==> src/rtl/predictor_pkg.sv <==
// Shared types for the gshare predictor and its resolution side: state
// encoding, in-flight branch record and the "address 0 = no update" marker.
package predictor_pkg;

    localparam int PRED_GHR_BITS = 12;

    // Branch_resolved_addr value meaning "no predictor update this cycle".
    localparam logic [31:0] NO_UPDATE_ADDR = 32'h0000_0000;

    typedef enum logic [1:0] {
        ST_EMPTY   = 2'd0,
        ST_ACTIVE  = 2'd1,
        ST_RECOVER = 2'd2
    } brs_state_t;

    typedef struct packed {
        logic [31:0]              addr;
        logic                     taken;
        logic [PRED_GHR_BITS-1:0] ghr;
    } pred_entry_t;

endpackage

==> src/rtl/branch_queue.sv <==
// Circular FIFO of in-flight branch records. Pointers carry a wrap bit so
// full/empty fall out of a compare; flush drops every entry in one cycle.
module branch_queue #(
    parameter int WIDTH = 45,
    parameter int DEPTH = 4
) (
    input  logic             CLK,
    input  logic             RESET,
    input  logic             push,
    input  logic             pop,
    input  logic             flush,
    input  logic [WIDTH-1:0] push_data,
    output logic [WIDTH-1:0] head_data,
    output logic             full,
    output logic             empty,
    output logic             last
);
    localparam int AW = $clog2(DEPTH);

    logic [WIDTH-1:0] slot_reg [DEPTH];
    logic [AW:0]      head_reg, tail_reg;
    logic [AW:0]      occupancy;

    always_ff @(posedge CLK or negedge RESET) begin
        if (!RESET) begin
            head_reg <= '0;
            tail_reg <= '0;
        end else if (flush) begin
            head_reg <= '0;
            tail_reg <= '0;
        end else begin
            if (push) tail_reg <= tail_reg + (AW+1)'(1);
            if (pop)  head_reg <= head_reg + (AW+1)'(1);
        end
    end

    // Storage needs no reset: an entry is only read once the pointers cover it.
    for (genvar gi = 0; gi < DEPTH; gi++) begin : g_slot
        always_ff @(posedge CLK) begin
            if (push && !flush && (tail_reg[AW-1:0] == AW'(gi)))
                slot_reg[gi] <= push_data;
        end
    end

    always_comb begin
        occupancy = tail_reg - head_reg;
        head_data = slot_reg[head_reg[AW-1:0]];
        empty     = (head_reg == tail_reg);
        full      = (head_reg[AW-1:0] == tail_reg[AW-1:0]) && (head_reg[AW] != tail_reg[AW]);
        last      = (occupancy == (AW+1)'(1));
    end

endmodule

==> src/rtl/branch_resolve_unit.sv <==
// Matches execute-stage branch outcomes against the in-flight prediction queue,
// trains the PHT, flags mispredictions with the repaired GHR and counts both.
module branch_resolve_unit
    import predictor_pkg::*;
#(
    parameter int GHR_BITS = PRED_GHR_BITS,
    parameter int DEPTH    = 4,
    parameter int CNT_BITS = 32
) (
    input  logic                CLK,
    input  logic                RESET,
    input  logic                Pred_valid,
    input  logic [31:0]         Pred_addr,
    input  logic                Pred_taken,
    input  logic [GHR_BITS-1:0] Pred_ghr,
    input  logic                Exec_valid,
    input  logic [31:0]         Exec_addr,
    input  logic                Exec_taken,
    output logic                Stall,
    output logic                Branch_resolved,
    output logic [31:0]         Branch_resolved_addr,
    output logic                Resolve_valid,
    output logic [GHR_BITS-1:0] Update_idx,
    output logic                Mispredict,
    output logic [GHR_BITS-1:0] Recover_ghr,
    output logic [CNT_BITS-1:0] Branch_count,
    output logic [CNT_BITS-1:0] Mispredict_count
);
    typedef struct packed {
        logic [31:0]         addr;
        logic                taken;
        logic [GHR_BITS-1:0] ghr;
    } entry_t;

    brs_state_t          state_reg, state_next;
    entry_t              push_entry, head_entry;
    logic                q_full, q_empty, q_last;
    logic                q_push, q_pop, q_flush;
    logic                in_recover, exec_act, head_hit, mispredict;
    logic [GHR_BITS-1:0] recover_next;

    logic                resolve_valid_reg, branch_resolved_reg, mispredict_reg;
    logic [31:0]         resolved_addr_reg;
    logic [GHR_BITS-1:0] update_idx_reg, recover_ghr_reg;
    logic [CNT_BITS-1:0] branch_count_reg, mispredict_count_reg;

    branch_queue #(
        .WIDTH ($bits(entry_t)),
        .DEPTH (DEPTH)
    ) u_queue (
        .CLK       (CLK),
        .RESET     (RESET),
        .push      (q_push),
        .pop       (q_pop),
        .flush     (q_flush),
        .push_data (push_entry),
        .head_data (head_entry),
        .full      (q_full),
        .empty     (q_empty),
        .last      (q_last)
    );

    // RECOVER swallows both ports: anything arriving then is wrong-path.
    always_comb begin
        push_entry = '{addr: Pred_addr, taken: Pred_taken, ghr: Pred_ghr};
        in_recover = (state_reg == ST_RECOVER);
        exec_act   = Exec_valid && !in_recover;
        head_hit   = exec_act && !q_empty && (Exec_addr == head_entry.addr);
        mispredict = exec_act && (!head_hit || (Exec_taken != head_entry.taken));
        q_pop      = head_hit && !mispredict;
        q_flush    = mispredict;
        q_push     = Pred_valid && !in_recover && !mispredict && (!q_full || q_pop);
        if (head_hit)
            recover_next = {head_entry.ghr[GHR_BITS-2:0], Exec_taken};
        else
            recover_next = {{(GHR_BITS-1){1'b0}}, Exec_taken};
    end

    always_comb begin
        state_next = state_reg;
        if (mispredict) begin
            state_next = ST_RECOVER;
        end else begin
            case (state_reg)
                ST_EMPTY:   if (q_push) state_next = ST_ACTIVE;
                ST_ACTIVE:  if (q_pop && q_last && !q_push) state_next = ST_EMPTY;
                ST_RECOVER: state_next = ST_EMPTY;
                default:    state_next = ST_EMPTY;
            endcase
        end
    end

    always_ff @(posedge CLK or negedge RESET) begin
        if (!RESET) begin
            state_reg            <= ST_EMPTY;
            resolve_valid_reg    <= 1'b0;
            branch_resolved_reg  <= 1'b0;
            resolved_addr_reg    <= NO_UPDATE_ADDR;
            update_idx_reg       <= '0;
            mispredict_reg       <= 1'b0;
            recover_ghr_reg      <= '0;
            branch_count_reg     <= '0;
            mispredict_count_reg <= '0;
        end else begin
            state_reg           <= state_next;
            resolve_valid_reg   <= exec_act;
            branch_resolved_reg <= exec_act && Exec_taken;
            resolved_addr_reg   <= exec_act ? Exec_addr : NO_UPDATE_ADDR;
            update_idx_reg      <= head_hit ? head_entry.ghr : '0;
            mispredict_reg      <= mispredict;
            recover_ghr_reg     <= mispredict ? recover_next : '0;
            if (head_hit)
                branch_count_reg <= branch_count_reg + CNT_BITS'(1);
            if (mispredict)
                mispredict_count_reg <= mispredict_count_reg + CNT_BITS'(1);
        end
    end

    assign Stall                = q_full;
    assign Resolve_valid        = resolve_valid_reg;
    assign Branch_resolved      = branch_resolved_reg;
    assign Branch_resolved_addr = resolved_addr_reg;
    assign Update_idx           = update_idx_reg;
    assign Mispredict           = mispredict_reg;
    assign Recover_ghr          = recover_ghr_reg;
    assign Branch_count         = branch_count_reg;
    assign Mispredict_count     = mispredict_count_reg;

endmodule

==> config.mk <==
export PLATFORM = sky130hd
export DESIGN_NAME = branch_resolve_unit
export DESIGN_NICKNAME = d
export VERILOG_FILES = /design/src/rtl/predictor_pkg.sv /design/src/rtl/branch_queue.sv /design/src/rtl/branch_resolve_unit.sv
export SDC_FILE = /design/constraint.sdc
export NUM_CORES = 1
export LEC_CHECK = 0
export BUFFER_PORTS_ARGS = -buffer_cell sky130_fd_sc_hd__buf_2
export CAP_MARGIN = 10
export CORE_MARGIN = 2
export CORE_UTILIZATION = 48
export DETAILED_ROUTE_END_ITERATION = 7
export GPL_ROUTABILITY_DRIVEN = 1
export PLACE_DENSITY = 0.7
export SYNTH_ARGS = -nofsm -noshare
export SYNTH_HDL_FRONTEND = slang
export SYNTH_HIERARCHICAL = 1
export SYNTH_SLANG_ARGS = --single-unit
==> constraint.sdc <==
create_clock -name CLK -period 13.7 [get_ports CLK]
set_input_delay 2.055 -clock CLK [delete_from_list [all_inputs] [get_ports CLK]]
set_output_delay 2.055 -clock CLK [all_outputs]
set_load 0.03 [all_outputs]
==> results of run 1 <==
[kinds of logic after synthesis]
kind of cell	after synthesis	share of synthesized area, %
mux	50	8.79
simple gates	218	10.7
xor+xnor	95	6.71
compound gates	11	0.696
flops	311	70.1
buf+inv	45	2.00
fa+ha+maj	10	1.07
[path summary, 6_finish.rpt]
check | depth (start not counted) | to | start | slack (ps)
max reg2reg | 10 | u_queue/slot_reg[1][0] | u_queue/head_reg[0] | 7840
min reg2reg | 1 | Branch_count[31] | Branch_count[31] | 460
max | 10 | u_queue/slot_reg[1][0] | u_queue/head_reg[0] | 7840
min in group asynchronous | 1 | Mispredict_count[31] | RESET | 1530
max in group asynchronous | 2 | Update_idx[4] | RESET | 10830
min | 1 | Branch_count[31] | Branch_count[31] | 460
[area by class of cell]
type | count | area, um^2 | share of cell area, %
Tap cell | 330 | 413 | 2.78
Multi-Input combinational cell | 384 | 3490 | 23.5
Timing Repair Buffer | 217 | 1120 | 7.56
Clock buffer | 44 | 908 | 6.12
Antenna cell | 3 | 7.51 | 0.0506
Sequential cell | 311 | 8690 | 58.6
Inverter | 16 | 60.1 | 0.405
Clock inverter | 18 | 151 | 1.02
[power by group through the flow]
stage | clock network (mW) | registers (mW) | logic, mW
final | 0.864 | 1.05 | 0.163
after global routing | 0.918 | 1.06 | 0.178
after CTS | 0.882 | 1.05 | 0.165
after detailed placement | 0 | 1.07 | 0.165
after global placement | 0 | 1.07 | 0.162
after floorplan | 0 | 1.10 | 0.0627
[through the flow]
stage	instances	util (%)
floorplan	740	-
global route	1322	58.7
CTS	1320	58.7
finish	1323	58.8
detailed placement	1258	54.5
global placement	1258	54.5
[cell usage in the layout, fill, tap and decap left out, types with 12 or more instances in the layout]
master     Yosys  final
and2_1        32     28
and3_1        42     42
buf_2          5    204
buf_4          0     12
clkbuf_16      0     34
dfrtp_1      131    129
edfxtp_1     180    180
inv_1         15     15
mux4_2        39     39
nand2_1       23     23
nand3_1       22     22
nand4_1       18     18
nor3_1        15     15
nor4_1        18     17
xnor2_1       48     48
xor2_1        47     47
[per-layer routing]
| layer | global-route usage (%) | up-vias | part of all wire, % |
|---|---|---|---|
| li1 | - | 3251 | - |
| met1 | 26.1 | 3589 | 43 |
| met2 | 32.9 | 228 | 49 |
| met3 | 3.77 | 41 | 6.3 |
| met4 | 5.61 | 2 | 2.1 |
| met5 | 0 | - | 0.050 |
==> metrics.csv, run 1 <==
stage;metric;value;unit
outcome;status;finished, final reports clean;
power;peakVddDrop;95.4;uV
synth;synth_top_area_share;43.6;%
timing;finalClockSkew;23.7;ps
synth;synth_ff_type;edfxtp_1;
clock_tree;postCtsSetupBuffers;0;
placement;place.gp.congestion;0.781;
clock_tree;cts_buffers;34;
setup_path;path_cells;buf_4 > mux4_2 > xor2_1 > nor4_1 > nand3_1 > or4_4 > a211oi_1 > nor2b_1 > and2_2 > buf_4;
floorplanning;die_y;165;um
synth;synthCells;740;
floorplanning;start_util;49.1;%
routing;via_per_inst;5.37;
timing;final.setup.tns;0;ps
floorplanning;ios;206;
timing;period_share;42.7;%
timing;slew_viol_final;0;
setup_path;startpoint_type;register;
global_routing;grt_overflow;0;
run;max_cap_violations;0;
setup_path;setup.worst_path.end_class;register;
power;p_int;1.59;mW
global_routing;grt_pass1_wl;40.2;mm
setup_path;path_class;reg2reg;
clock_tree;cts_resized;0;
power;comb_power_share;7.8;%
placement;place_hpwl;16.9;mm
clock_tree;cts_tree;built;
timing;slew_headroom;37.2;%
floorplanning;rows;58;
floorplanning;die_w;165;um
synth;yosysUniqueCellTypes;47;
power;power_density;140;nW/um^2
floorplanning;die_area;27100;um^2
synth;synth_common_cells;edfxtp_1 (180), dfrtp_1 (131), xnor2_1 (48), xor2_1 (47), and3_1 (42);
synth;ys_ff_latch;311;
synth;synth_area_leaders;edfxtp_1 (44%), dfrtp_1 (26%), mux4_2 (7.1%), xnor2_1 (3.4%), xor2_1 (3.3%);
routing;drt_first_pass_iters;4;
global_routing;grt_pass1_vias;7260;
synth;syn_nets;832;
placement;dpl-instance-area;13800;um^2
setup_path;critPathBufInv;2;
timing;worst_pin_slew;942;ps
synth;yosys.area.top_type;edfxtp_1;
cells_and_area;fillers;1963;
routing;drc;0;
clock_tree;hold_buffers;0;
synth;yosysSeqAreaShare;70.1;%
cells_and_area;drive_above_1_share;32.2;%
synth;async_flop_share;42.1;%
timing;setup_violations;0;
routing;ant_nets;0;
synth;avgSynthCellArea;16.8;um^2
clock_tree;cts.sinks;311;
clock_tree;cts-root-buf;clkbuf_16;
power;power.switching;485;uW
power;seq_power_share;50.6;%
setup_path;crit_required;13850;ps
synth;synth_edf_count;180;
timing;fmax;171;MHz
cells_and_area;final_area;14800;um^2
synth;yosysMostFrequentCell;edfxtp_1;
power;swShare;23.3;%
timing;fin_crit;5860;ps
cells_and_area;layout.nets;1056;
synth;synth-warning-count;6;
routing;drt-initial-drc-count;589;
clock_tree;clk_latency;520;ps
timing;final.setup.worst_slack;7840;ps
timing;fin_hold_ws;462;ps
setup_path;crit_arrival;6000;ps
power;p_clk_share;41.5;%
setup_path;cp_slowest_cell;or4_4;
floorplanning;core;25300;um^2
timing;hold_viol;0;
clock_tree;clockBufferDepth;3;
global_routing;grt_usage;19.5;%
routing;drt-total-wl;26.0;mm
power;p_leak;6.33;nW
setup_path;crit_fanout;48;
setup_path;critPathMostFrequentCell;buf_4;
synth;syn_area;12400;um^2
setup_path;cpLargestDelayFamily;simple AND/OR/NAND/NOR gates;
hold_path;hp-class;reg2reg;
clock_tree;htreeDepth;2;
power;power;2.08;mW
routing;vias;7111;
global_routing;grt_start_max_net_pins;74;
cells_and_area;largest_reg_flops;180;
cells_and_area;syn_to_final_growth;19.7;%
setup_path;cp_slowest_stage_delay;730;ps
timing;rsz0062_at_grt;no;
placement;port_buffers;205;
placement;place_worst_setup_slack;7450;ps
routing;wire_per_inst;19.6;um
clock_tree;cts.clk_slew.worst_paths;60;ps
global_routing;antenna_found_initial;4;
Power figures use the tool's default switching activity.
==> run 2: changes to the inputs <==
PLACE_DENSITY = 0.72   (was 0.7)
clock period = 5.06 ns   (was 13.7 ns; I/O delays follow)
==> run 2 against run 1 <==
Against the previous run:
- sequential share of layout area fell by 0.94 points
- register-to-register slack worse by 7400 ps
- combinational power increased to 2.8 times the previous value
- global-route usage grew 0.18 points
- non-clock buffer count increased by 9
- setup slack worse by 7400 ps
- die area did not move
- clock-buffer cell count is 2 lower
- fmax is 28% higher
- critical path depth is the same
- sequential power increased to 2.7 times the previous value
- clock power increased to 2.8 times the previous value
- largest power group unchanged
- highest routed layer unchanged
==> metrics.csv, run 2 (synthesized netlist as in run 1, its figures left out) <==
stage;metric;value;unit;change
setup_path;cpLargestDelayFamily;simple AND/OR/NAND/NOR gates;;
power;power_density;381;nW/um^2;+170%
setup_path;path_class;reg2reg;;
power;comb_power_share;7.9;%;about the same
cells_and_area;regArea;8690;um^2;unchanged
hold_path;hp-class;in2async;;
timing;period_share;90.6;%;+48 points
timing;worst_pin_slew;788;ps;-154 ps
timing;setup_violations;0;;unchanged
power;p_clk_share;42.4;%;+0.9 points
setup_path;cp_slowest_cell;dfrtp_4;;
timing;final.setup.tns;0;ps;unchanged
timing;rsz0062_at_grt;no;;
setup_path;startpoint_type;register;;
routing;via_per_inst;5.39;;+0.29%
routing;dr_wl_met3;1.72;mm;+5.3%
clock_tree;hold_buffers;0;;unchanged
clock_tree;cts_tree;built;;
setup_path;crit_required;5270;ps;-8580 ps
timing;slew_headroom;47.5;%;+10 points
clock_tree;cts-root-buf;clkbuf_16;;
cells_and_area;multiInputGateArea;3490;um^2;unchanged
routing;vias;7169;;+0.82%
routing;drt-initial-drc-count;560;;-4.9%
routing;drt_first_pass_iters;5;;+1
setup_path;setup.worst_path.end_class;register;;
routing;wl_met2;12.5;mm;-1.3%
cells_and_area;fillers;1878;;-4.3%
cells_and_area;instances_no_fill;1330;;+0.53%
cells_and_area;syn_to_final_growth;21.7;%;
routing;drc;0;;unchanged
setup_path;path_cells;buf_4 > mux4_2 > xor2_1 > nor4_1 > nand3_1 > or4_4 > a211oi_1 > nor2b_1 > and2_2 > buf_12;;
global_routing;antenna_found_initial;3;;-1
clock_tree;cts_buffers;34;;unchanged
placement;place.gp.congestion;0.794;;+1.6%
floorplanning;ios;206;;unchanged
clock_tree;clk_latency;530;ps;about the same
floorplanning;rows;58;;unchanged
cells_and_area;drive_above_1_share;33.4;%;+1.2 points
timing;fmax;218;MHz;+28%
floorplanning;die_y;165;um;unchanged
placement;port_buffers;205;;unchanged
cells_and_area;final_common_cell;buf_2;;
clock_tree;htreeDepth;2;;unchanged
clock_tree;cts_resized;0;;unchanged
power;peakVddDrop;304;uV;+220%
setup_path;crit_fanout;28;;-42%
outcome;status;finished, final reports clean;;
power;p_int;4.39;mW;+180%
timing;finalClockSkew;26.8;ps;+3.08 ps
floorplanning;start_util;49.1;%;unchanged
clock_tree;cts.sinks;311;;unchanged
global_routing;grt_pass1_vias;7295;;+0.48%
global_routing;grt_overflow;0;;unchanged
clock_tree;cts.clk_slew.worst_paths;60;ps;about the same
timing;hold_viol;0;;unchanged
power;power.switching;1.35;mW;+180%
clock_tree;clockBufferDepth;3;;unchanged
cells_and_area;final_cell_mix;buf_2 (204), edfxtp_1 (180), dfrtp_1 (129);;
routing;drt-total-wl;26.0;mm;about the same
timing;slew_viol_final;0;;unchanged
setup_path;crit_arrival;4790;ps;-1210 ps
power;power;5.74;mW;+180%
placement;place_hpwl;17.6;mm;+3.7%
global_routing;grt_start_max_net_pins;81;;+9.5%
cells_and_area;largest_reg_flops;180;;unchanged
floorplanning;die_w;165;um;unchanged
run;max_cap_violations;0;;unchanged
power;swShare;23.5;%;+0.13 points
global_routing;grt_usage;19.7;%;+0.18 points
routing;highest_layer;met5;;
setup_path;critPathBufInv;2;;unchanged
clock_tree;postCtsSetupBuffers;0;;unchanged
power;p_leak;6.43;nW;+1.6%
routing;m1WireLength;11.2;mm;+1.2%
global_routing;grt_pass1_wl;40.7;mm;+1.4%
floorplanning;core;25300;um^2;unchanged
setup_path;cp_slowest_stage_delay;780;ps;+50 ps
placement;dp.cells;1267;;+0.72%
floorplanning;die_area;27100;um^2;unchanged
timing;fin_crit;4590;ps;-1270 ps
cells_and_area;layout.nets;1065;;+0.85%
power;seq_power_share;49.6;%;-1.0 points
routing;wire_per_inst;19.5;um;-0.49%
routing;ant_nets;0;;unchanged
==> run 2: routing by layer <==
metal,vias up,GRT usage (%)
met5,-,0
met4,2,5.34
met3,34,4.04
met2,250,31.9
met1,3612,27.6
li1,3271,-
==> run 2: path summary, 6_finish.rpt <==
check / start / slack [ps] / end / depth (start not counted)
worst max-delay path: u_queue/head_reg[0] / 470 / u_queue/slot_reg[2][0] / 10
worst min-delay path: RESET / 300 / Mispredict_count[25] / 1
worst max register to register: u_queue/head_reg[0] / 470 / u_queue/slot_reg[2][0] / 10
worst min register to register: Branch_count[31] / 470 / Branch_count[31] / 1
max in group asynchronous: RESET / 3580 / Recover_ghr[5] / 2
min in group CLK: Pred_addr[13] / 450 / u_queue/slot_reg[1][26] / 1
==> run 2: final cells by class <==
cell class	instances	share of cell area (%)
Multi-Input combinational cell	384	23.1
Clock inverter	20	1.50
Timing Repair Buffer	226	8.64
Sequential cell	311	57.6
Clock buffer	42	5.97
Tap cell	330	2.74
Antenna cell	1	0.0166
Inverter	16	0.398
==> run 2: through the flow <==
step / cell area [um^2] / util, % / setup WS (ps) / hold WS, ps
2_1_floorplan: 12400 / - / 377 / 463
3_3_place_gp: 14000 / 55.2 / 460 / 451
3_5_place_dp: 14000 / 55.2 / 429 / 461
4_1_cts: 15100 / 59.7 / 429 / 329
5_1_grt: 15100 / 59.7 / 214 / 348
6_report: 15100 / 59.7 / 474 / 296
==> run 2: power by group through the flow <==
stage | logic (mW) | registers [mW] | clock network [mW]
final | 0.455 | 2.85 | 2.44
after global routing | 0.495 | 2.86 | 2.60
after CTS | 0.463 | 2.85 | 2.49
after detailed placement | 0.460 | 2.90 | 0
after global placement | 0.455 | 2.89 | 0
after floorplan | 0.170 | 2.97 | 0
